File: src/rtl/trx_seq_pkg.sv
// Shared state codes and default guard-interval lengths for the T/R sequencer.
// State codes are visible on the status register, so their values are fixed.
package trx_seq_pkg;

  typedef enum logic [3:0] {
    S_HWRST     = 4'd0,
    S_INIT      = 4'd1,
    S_RX        = 4'd2,
    S_RX_OFF    = 4'd3,
    S_KEY       = 4'd4,
    S_TX        = 4'd5,
    S_UNKEY     = 4'd6,
    S_RELAY_OFF = 4'd7
  } state_t;

  localparam int unsigned DEF_RESET_CYCLES = 64;
  localparam int unsigned DEF_INIT_CYCLES  = 1024;
  localparam int unsigned DEF_MUTE_CYCLES  = 256;
  localparam int unsigned DEF_RELAY_CYCLES = 7373;
  localparam int unsigned DEF_DRAIN_CYCLES = 512;

  function automatic int unsigned max_cycles(input int unsigned a, input int unsigned b,
                                             input int unsigned c, input int unsigned d,
                                             input int unsigned e);
    int unsigned m;
    m = a;
    if (b > m) m = b;
    if (c > m) m = c;
    if (d > m) m = d;
    if (e > m) m = e;
    return m;
  endfunction

endpackage

File: src/rtl/seq_timer.sv
// Loadable down counter that times each sequencer state.
// It stops at zero so untimed states can leave it idle without wrapping.
module seq_timer #(
  parameter int unsigned    TW          = 8,
  parameter logic [TW-1:0]  RESET_VALUE = '0
) (
  input  logic          clock,
  input  logic          reset,
  input  logic          load,
  input  logic [TW-1:0] value,
  output logic          zero
);

  logic [TW-1:0] count;

  always_ff @(posedge clock) begin
    if (!reset) begin
      count <= RESET_VALUE;
    end else if (load) begin
      count <= value;
    end else if (count != '0) begin
      count <= count - 1'b1;
    end
  end

  assign zero = (count == '0);

endmodule

File: src/rtl/trx_sequencer.sv
// AD9866 T/R sequencer: device reset after power-up, then RX <-> TX switching
// with guard intervals so the PA never hot-switches the antenna relay.
module trx_sequencer
  import trx_seq_pkg::*;
#(
  parameter int unsigned RESET_CYCLES = DEF_RESET_CYCLES,
  parameter int unsigned INIT_CYCLES  = DEF_INIT_CYCLES,
  parameter int unsigned MUTE_CYCLES  = DEF_MUTE_CYCLES,
  parameter int unsigned RELAY_CYCLES = DEF_RELAY_CYCLES,
  parameter int unsigned DRAIN_CYCLES = DEF_DRAIN_CYCLES
) (
  input  logic       clock,
  input  logic       reset,
  input  logic       soft_reset,
  input  logic       ptt_req,
  input  logic       tx_allow,
  input  logic       loopback_req,
  output logic       dev_reset,
  output logic       rx_enable,
  output logic       tx_enable,
  output logic       loopback,
  output logic       relay,
  output logic       tx_active,
  output logic [3:0] state
);

  localparam int unsigned TW = $clog2(max_cycles(RESET_CYCLES, INIT_CYCLES, MUTE_CYCLES,
                                                 RELAY_CYCLES, DRAIN_CYCLES)) + 1;

  localparam logic [TW-1:0] LOAD_RESET = TW'(RESET_CYCLES - 1);
  localparam logic [TW-1:0] LOAD_INIT  = TW'(INIT_CYCLES - 1);
  localparam logic [TW-1:0] LOAD_MUTE  = TW'(MUTE_CYCLES - 1);
  localparam logic [TW-1:0] LOAD_RELAY = TW'(RELAY_CYCLES - 1);
  localparam logic [TW-1:0] LOAD_DRAIN = TW'(DRAIN_CYCLES - 1);

  state_t        seq_state;
  state_t        next_state;
  logic          load;
  logic [TW-1:0] load_value;
  logic          expired;

  seq_timer #(
    .TW          (TW),
    .RESET_VALUE (LOAD_RESET)
  ) u_timer (
    .clock (clock),
    .reset (reset),
    .load  (load),
    .value (load_value),
    .zero  (expired)
  );

  always_comb begin
    next_state = seq_state;
    load_value = '0;
    case (seq_state)
      S_HWRST:     if (expired) next_state = S_INIT;
      S_INIT:      if (expired) next_state = S_RX;
      S_RX:        if (ptt_req && tx_allow) next_state = S_RX_OFF;
      S_RX_OFF: begin
        if (!ptt_req)     next_state = S_RX;
        else if (expired) next_state = S_KEY;
      end
      S_KEY: begin
        if (!ptt_req)     next_state = S_RELAY_OFF;
        else if (expired) next_state = S_TX;
      end
      S_TX:        if (!ptt_req || !tx_allow) next_state = S_UNKEY;
      S_UNKEY:     if (expired) next_state = S_RELAY_OFF;
      S_RELAY_OFF: if (expired) next_state = S_RX;
      default:     next_state = S_HWRST;
    endcase
    // Soft reset overrides everything and always reloads, even from S_HWRST.
    if (soft_reset) next_state = S_HWRST;
    load = soft_reset || (next_state != seq_state);
    case (next_state)
      S_HWRST:     load_value = LOAD_RESET;
      S_INIT:      load_value = LOAD_INIT;
      S_RX_OFF:    load_value = LOAD_MUTE;
      S_KEY:       load_value = loopback ? '0 : LOAD_RELAY;
      S_UNKEY:     load_value = LOAD_DRAIN;
      S_RELAY_OFF: load_value = loopback ? '0 : LOAD_RELAY;
      default:     load_value = '0;
    endcase
  end

  // Enables rise one cycle after their state settles but drop on the exit edge,
  // so a codec enable is never live across a transition.
  always_ff @(posedge clock) begin
    if (!reset) begin
      seq_state <= S_HWRST;
      dev_reset <= 1'b1;
      rx_enable <= 1'b0;
      tx_enable <= 1'b0;
      relay     <= 1'b0;
      loopback  <= 1'b0;
      tx_active <= 1'b0;
    end else begin
      seq_state <= next_state;
      dev_reset <= (next_state == S_HWRST);
      rx_enable <= (seq_state == S_RX) && (next_state == S_RX);
      tx_enable <= (seq_state == S_TX) && (next_state == S_TX);
      relay     <= !loopback && (next_state inside {S_KEY, S_TX, S_UNKEY});
      tx_active <= (next_state inside {S_KEY, S_TX, S_UNKEY});
      if (seq_state == S_RX) loopback <= loopback_req;
    end
  end

  assign state = seq_state;

endmodule

File: config.mk
export PLATFORM = sky130hd
export DESIGN_NAME = trx_sequencer
export DESIGN_NICKNAME = d
export VERILOG_FILES = /design/src/rtl/trx_seq_pkg.sv /design/src/rtl/seq_timer.sv /design/src/rtl/trx_sequencer.sv
export SDC_FILE = /design/constraint.sdc
export NUM_CORES = 1
export LEC_CHECK = 0
export CORE_AREA = 8 8 78 80
export DETAILED_ROUTE_END_ITERATION = 8
export DIE_AREA = 0 0 86 88
export GPL_ROUTABILITY_DRIVEN = 0
export SLEW_MARGIN = 30
export SYNTH_ARGS = -nofsm -noshare
export SYNTH_HDL_FRONTEND = slang
export SYNTH_SLANG_ARGS = --single-unit
File: constraint.sdc
create_clock -name clock -period 3.63 [get_ports clock]
set_input_delay 0.726 -clock clock [delete_from_list [all_inputs] [get_ports clock]]
set_output_delay 0.726 -clock clock [all_outputs]
set_load 0.05 [all_outputs]
==> summary.txt, run 1 <==
Timing
  – Fin Setup TNS: 0 ps
  – Final hold vios: 0
  – Slew at the pin closest to its max-slew limit: between 800 and 900 ps
  – Fin Clk Skew: 6.01 ps
  – Number of setup violations in the final report: 0
  – Period minus WS final: 3020 ps
  – RSZ-0062 raised after global routing: false
  – Achievable clock frequency: 331 MHz
  – Max Slew Vio Count: 0
  – Period Utilization, post-route: 0.833
  – Worst rel slew slack: 0.451

Floorplanning
  – Initial core utilization: 0.288
  – # rows: 26
  – Die span in x: 86 µm
  – Die height: 88 µm
  – I/O Pins: 16
  – Die Footprint: 7570 µm²
  – Core area: 4910 µm²

Logic synthesis
  – Number of synthesized flops with an enable pin: 0
  – Mapped cell area: 1410 µm²
  – Post-Syn Nets: around 180
  – Synth Warn #: 0
  – Register area share after synthesis: 0.340
  – Distinct cells, synth: 45
  – Top post-synthesis cells by area: dfxtp_1 34%, nor2_1 4.5%, xor2_1 4.3%
  – Synth async-reset ratio: 0
  – Synth top area share: 0.340
  – Yosys top cell by area: dfxtp_1
  – Mapped Cells: 173
  – Post-synth top flop: dfxtp_1
  – Register bit total from synthesis: 24
  – Avg Synthesized Cell Area: 8.17 µm²

Worst hold path
  – Hold Crit Class: reg2reg

Worst setup path
  – Max stage delay on crit path: ~700 ps
  – Crit Path Class: reg2reg
  – Crit Path Max Fanout: 16
  – Worst reg2reg path startpoint: u_timer.count[0]$_SDFFE_PN1P_
  – Critical path buffers and inverters: 1
  – Worst EP arrival: between 3000 and 4000 ps
  – CP top delay family: simple AND/OR/NAND/NOR gates
  – Critical Path Stages: 9
  – R2R setup slack: 610 ps
  – CP max stage cell: or4_1
  – Critical Path RT: 3780 ps
  – R2r endpoint: u_timer.count[3]$_SDFFE_PN1P_
  – Worst-path cell chain: inv_1 > ha_1 > nor3b_1 > and4_1 > nor3_1 > or4_1 > o21a_1 > o31ai_4 > o211ai_1
  – Type of origin of the critical path: flip-flop
  – Worst Reg-to-Reg Cells: 9
  – Worst Setup SP: u_timer.count[0]$_SDFFE_PN1P_
  – Worst setup path end: u_timer.count[3]$_SDFFE_PN1P_
  – Kind of end point of the critical path: flip-flop

Detailed routing
  – DRC viols: 0
  – Initial DRT Pass Iterations: 4
  – 1st-iter DRT viols: 58
  – Antenna Nets Post-Route: 0
  – Vias: 1,267
  – WL/cell: 13.0 µm
  – Vias per cell: 5.05
  – Final WL: 3.26 mm

Cells and area
  – Fraction of layout cells with a size suffix above 1: 0.0663
  – Layout Area Growth over Synthesis: 18.3%
  – Filler cells: 511
  – Total area of sequential cells: approximately 480 µm²
  – Fin util: 0.341
  – Ant diodes: 0
  – Multi-input combinational cell area: 868 µm²
  – Nets: 190

Global routing
  – Overall global routing resource usage: 0.0882
  – Initial antenna violation count: 0
  – GRT overflow: 0
  – Largest net degree at the start of global routing: 17
  – Vias in the first global route: 1,174
  – Global-route wire length before repair: 5.44 mm

Clock tree
  – H-tree levels: 1
  – Post-CTS Hold Buffers: 0
  – Clock latency on the worst-skew pair: 270 ps
  – Setup Buffers After CTS: 0
  – Clock Sinks: 24
  – Clock buffer count from CTS: 3
  – Post-cts resize count: 0
  – CTS tree: done
  – Clk slew on worst S/H paths: 90 ps
  – Clock buffer depth: 2
  – Clk root buf: clkbuf_8

Power
  – Maximum vdd drop: roughly 240 µV
  – PD cells: between 300 and 400 nW/µm²
  – Leakage: about 0.00056 µW

Place
  – Port-buffer cells: 15
  – Final HPWL DP: 2.43 mm

Flow run
  – Max-Cap Viols: 0

Outcome
  – Status: completed
## report_power, final
group          leakage [µW]  switching [µW]  internal [µW]  total (µW)
sequential         0.000194            4.85            266         271
combinational      0.000334            17.6           12.7        30.3
clock             0.0000357            90.1            147         238
## worst reg2reg max path, delay by kind of cell (launching register included)
kind,cells,cell delay [ps]
and+or+nand+nor,4,1500
AOI/OAI and AO/OA,3,770
DFF,1,360
adders and majority gates,1,150
buffers and inverters,1,110
## synthesized netlist by cell type (3+ instances only)
library cell   n
and3_1         3
nor2_1        17
nor2b_1        3
xnor2_1        6
nand4_1        3
o21ai_0        8
inv_1          4
a21oi_1        7
nor3_1         9
dfxtp_1       24
xor2_1         7
clkbuf_1       6
or4_1          4
buf_2          4
nand2_1       14
o21a_1         5
or3_1          3
nand3_1        7
o211ai_1       5
## per-layer routing
| metal | routed length (µm) | GRT usage | vias up |
|---|---|---|---|
| met3 | 151 | 0.0150 | 2 |
| met2 | 1440 | 0.138 | 42 |
| met1 | 1640 | 0.118 | 588 |
| met4 | 34 | 0.0318 | 0 |
| met5 | 0 | 0 | - |
| li1 | - | - | 635 |
## cell families (layout without fill, tap and decap cells)
group,after synthesis,in the layout,share of synthesized area
other,1,1,0.00265
multiplexers,2,2,0.0142
buffers and inverters,15,23,0.0460
flip-flops,24,24,0.340
adder cells (fa/ha/maj),2,2,0.0177
AND/OR/NAND/NOR,77,77,0.305
AO/OA/AOI/OAI,39,39,0.194
XOR/XNOR,13,13,0.0805
## how the worst min path moves through the flow
stage | startpoint | endpoint | slack [ps] | cells after the start
after floorplan | u_timer.count[13]$_SDFFE_PN0P_ | u_timer.count[13]$_SDFFE_PN0P_ | 490 | 2
after CTS | u_timer.count[13]$_SDFFE_PN0P_ | u_timer.count[13]$_SDFFE_PN0P_ | 550 | 2
after detailed placement | u_timer.count[13]$_SDFFE_PN0P_ | u_timer.count[13]$_SDFFE_PN0P_ | 530 | 2
final | u_timer.count[13]$_SDFFE_PN0P_ | u_timer.count[13]$_SDFFE_PN0P_ | 550 | 2
after global placement | u_timer.count[13]$_SDFFE_PN0P_ | u_timer.count[13]$_SDFFE_PN0P_ | 520 | 2
after global routing | u_timer.count[13]$_SDFFE_PN0P_ | u_timer.count[13]$_SDFFE_PN0P_ | 550 | 2
## cell type report
class / count / area share
multi-input cells: 134 / 0.519
flip-flops and latches: 24 / 0.287
repair buffers: 15 / 0.0898
well taps: 70 / 0.0524
clock buffers: 3 / 0.0247
clock inverters: 1 / 0.0180
inverters: 4 / 0.00898
## sequential cells by signal, indices dropped and copies added, names as in the netlist
register,count
dev_reset,1
loopback,1
relay,1
rx_enable,1
state,4
tx_active,1
tx_enable,1
u_timer.count,14
## stage by stage
| stage | area, µm² | std cells | hold slack, ps | worst slack (ps) | total power (µW) |
|---|---|---|---|---|---|
| after floorplan | 1410 | 173 | 485 | 1010 | 294 |
| after global placement | 1600 | 247 | 521 | 588 | 307 |
| after detailed placement | 1600 | 247 | 530 | 526 | 307 |
| after CTS | 1670 | 251 | 548 | 611 | 545 |
| after global routing | 1670 | 251 | 554 | 409 | 558 |
| final | 1670 | 251 | 545 | 606 | 538 |
## cells in the final DEF, fill, tap and decap left out, types with 6 or more instances in the layout
cell,instances
nand2_1,14
nand3_1,7
clkdlybuf4s50_1,15
o21ai_0,8
xor2_1,7
nor2_1,17
xnor2_1,6
nor3_1,9
dfxtp_1,24
a21oi_1,7
(Power assumes the default switching activity.)
==> run 2: changes to the inputs <==
- clock period: 3.63 -> 2.8 ns (I/O delays scaled with it)
==> run 2 against run 1 <==
Clock power increased by 3%. Hold slack hardly changed. Via count is 6.6% higher. Total power increased by 19%. Critical path depth is 1 higher. Die area did not move. Wire length is 10% higher. Highest routed layer unchanged.
==> summary.txt, run 2 (synthesis gave the netlist of run 1 again) <==
Worst setup path
  – Worst setup path end: u_timer.count[3]$_SDFFE_PN1P_
  – Crit Path Max Fanout: 5 (-11)
  – Worst reg2reg path startpoint: u_timer.count[0]$_SDFFE_PN1P_
  – Type of origin of the critical path: flip-flop
  – Critical Path RT: 2950 ps (-830 ps)
  – Crit Path Class: reg2reg
  – Worst EP arrival: 2800 ps (-370 ps)
  – R2R setup slack: 150 ps (-460 ps)
  – Worst Setup SP: u_timer.count[0]$_SDFFE_PN1P_
  – R2r endpoint: u_timer.count[3]$_SDFFE_PN1P_
  – Kind of end point of the critical path: flip-flop
  – Worst Reg-to-Reg Cells: 10 (+1)

Power
  – Flop pwr share: 0.547 (+0.044)
  – Sw power: 149 µW (+32%)
  – Leakage: 0.000644 µW (+14%)
  – Switching share of total power: 0.232 (+0.0232)
  – Part of the power in the clock network: 0.381 (-0.060)
  – Internal Power: 491 µW (+15%)
  – Maximum vdd drop: 197 µV (-17%)
  – Comb power frac: 0.072 (+0.016)
  – PD cells: 358 nW/µm² (+11%)

Detailed routing
  – Vias per cell: 5.04 (-0.13%)
  – Antenna Nets Post-Route: 0 (unchanged)
  – 1st-iter DRT viols: 96 (+66%)
  – Final WL: 3.60 mm (+10%)
  – Initial DRT Pass Iterations: 4 (unchanged)
  – DRC viols: 0 (unchanged)
  – Vias: 1,351 (+6.6%)
  – WL/cell: 13.4 µm (+3.2%)

Floorplanning
  – Initial core utilization: 0.288 (unchanged)
  – Die span in x: 86 µm (unchanged)
  – Die height: 88 µm (unchanged)
  – Core area: 4910 µm² (unchanged)
  – # rows: 26 (unchanged)
  – Die Footprint: 7570 µm² (unchanged)
  – I/O Pins: 16 (unchanged)

Clock tree
  – Clk slew on worst S/H paths: 90 ps (about the same)
  – Post-CTS Hold Buffers: 0 (unchanged)
  – Setup Buffers After CTS: 0 (unchanged)
  – Clock latency on the worst-skew pair: 270 ps (about the same)
  – CTS tree: done
  – Clock Sinks: 24 (unchanged)
  – Clock buffer depth: 2 (unchanged)
  – Clock buffer count from CTS: 3 (unchanged)
  – Clk root buf: clkbuf_8
  – H-tree levels: 1 (unchanged)

Timing
  – Period Utilization, post-route: 0.946 (+0.113)
  – Worst hold slack: 545 ps (+0.0590 ps)
  – Period minus WS final: 2650 ps (-375 ps)
  – Slew at the pin closest to its max-slew limit: 508 ps (-292 ps)
  – Fin Setup TNS: 0 ps (unchanged)
  – Max Slew Vio Count: 0 (unchanged)
  – Achievable clock frequency: 377 MHz (+14%)
  – Fin Clk Skew: 4.87 ps (-1.14 ps)
  – Worst rel slew slack: 0.660 (+0.209)
  – RSZ-0062 raised after global routing: false
  – Final hold vios: 0 (unchanged)
  – Number of setup violations in the final report: 0 (unchanged)

Global routing
  – Met1 usage: 0.135 (+0.0171)
  – Initial antenna violation count: 0 (unchanged)
  – GRT overflow: 0 (unchanged)
  – Global routing's busiest layer: met2
  – Global-route wire length before repair: 6.19 mm (+14%)
  – Overall global routing resource usage: 0.101 (+0.0132)
  – Vias in the first global route: 1,288 (+9.7%)
  – Met3 Resource Use GR: 0.0141 (-0.000938)
  – Grt met2 use: 0.159 (+0.0210)
  – Largest net degree at the start of global routing: 14 (-3)

Cells and area
  – Layout Area Growth over Synthesis: 26.5%
  – Fraction of layout cells with a size suffix above 1: 0.152 (+0.0852)
  – Max reg flops: 14 (unchanged)
  – Most frequent cells in the layout: 24 x dfxtp_1, 17 x nor2_1, 17 x buf_4
  – Ant diodes: 0 (unchanged)
  – Most flop-heavy register: u_timer.count
  – Nets: 207 (+8.9%)
  – Fin cells: 268 (+6.8%)
  – Most common cell after layout, fill and taps aside: dfxtp_1
  – Filler cells: 506 (-0.98%)
  – Fin util: 0.364 (+0.0237)

Place
  – Port-buffer cells: 15 (unchanged)
  – Final HPWL DP: 2.73 mm (+12%)
  – Inst Count DP: 264 (+6.9%)

Flow run
  – Max-Cap Viols: 0 (unchanged)

Outcome
  – Status: completed

Worst hold path
  – Hold Crit Class: reg2reg
run 2: cell type report:
type | instances | area [µm²] | area share
Inverter | 4 | 15.0 | 0.00839
Clock buffer | 4 | 55.1 | 0.0308
Timing Repair Buffer | 32 | 278 | 0.155
Tap cell | 70 | 87.6 | 0.0490
Sequential cell | 24 | 480 | 0.269
Multi-Input combinational cell | 134 | 873 | 0.488
run 2: power by group through the flow:
| stage | combinational (µW) | clock, µW | sequential [µW] |
|---|---|---|---|
| after global routing | 50.4 | 259 | 351 |
| after global placement | 45.8 | 0 | 358 |
| after detailed placement | 46.0 | 0 | 358 |
| after floorplan | 22.8 | 0 | 359 |
| after CTS | 46.1 | 249 | 350 |
| final | 46.2 | 244 | 350 |
run 2: routing by layer:
layer | vias to the layer above | share of wire | wire length, µm
met3 | 4 | 0.039 | 142
met5 | - | 0 | 0
met2 | 35 | 0.44 | 1580
li1 | 675 | - | -
met1 | 637 | 0.51 | 1820
met4 | 0 | 0.015 | 54
run 2: what timing repair did:
item | CTS | global route
hold endpoints to repair | 0 | 0
setup endpoints to repair | 0 | 4
resized for setup | 0 | 1
run 2: critical path: stages, from the launching register on:
cell and delay [ps]:
dfxtp_1 340, inv_1 60, ha_1 180, nor3b_2 170
and4_1 190, buf_4 160, or4_1 510, and3_1 250
o21a_1 210, o31ai_4 300, o211ai_1 140
run 2: worst min path at each step:
stage                                    from                        endpoint  slack (ps)  cells past startpoint
2_1_floorplan  u_timer.count[13]$_SDFFE_PN0P_  u_timer.count[13]$_SDFFE_PN0P_         490                      2
3_3_place_gp   u_timer.count[13]$_SDFFE_PN0P_  u_timer.count[13]$_SDFFE_PN0P_         510                      2
3_5_place_dp   u_timer.count[13]$_SDFFE_PN0P_  u_timer.count[13]$_SDFFE_PN0P_         510                      2
4_1_cts        u_timer.count[13]$_SDFFE_PN0P_  u_timer.count[13]$_SDFFE_PN0P_         540                      2
5_1_grt                 loopback$_SDFFE_PN0P_                relay$_SDFF_PN0_         590                      1
6_report                loopback$_SDFFE_PN0P_                relay$_SDFF_PN0_         550                      1
run 2: through the flow:
stage               power, µW  cell area [µm²]  setup slack (ps)
finish                    640             1790               151
floorplan                 382             1410               183
detailed placement        404             1730              31.5
global route              660             1790              18.0
CTS                       645             1780               113
global placement          404             1730               119
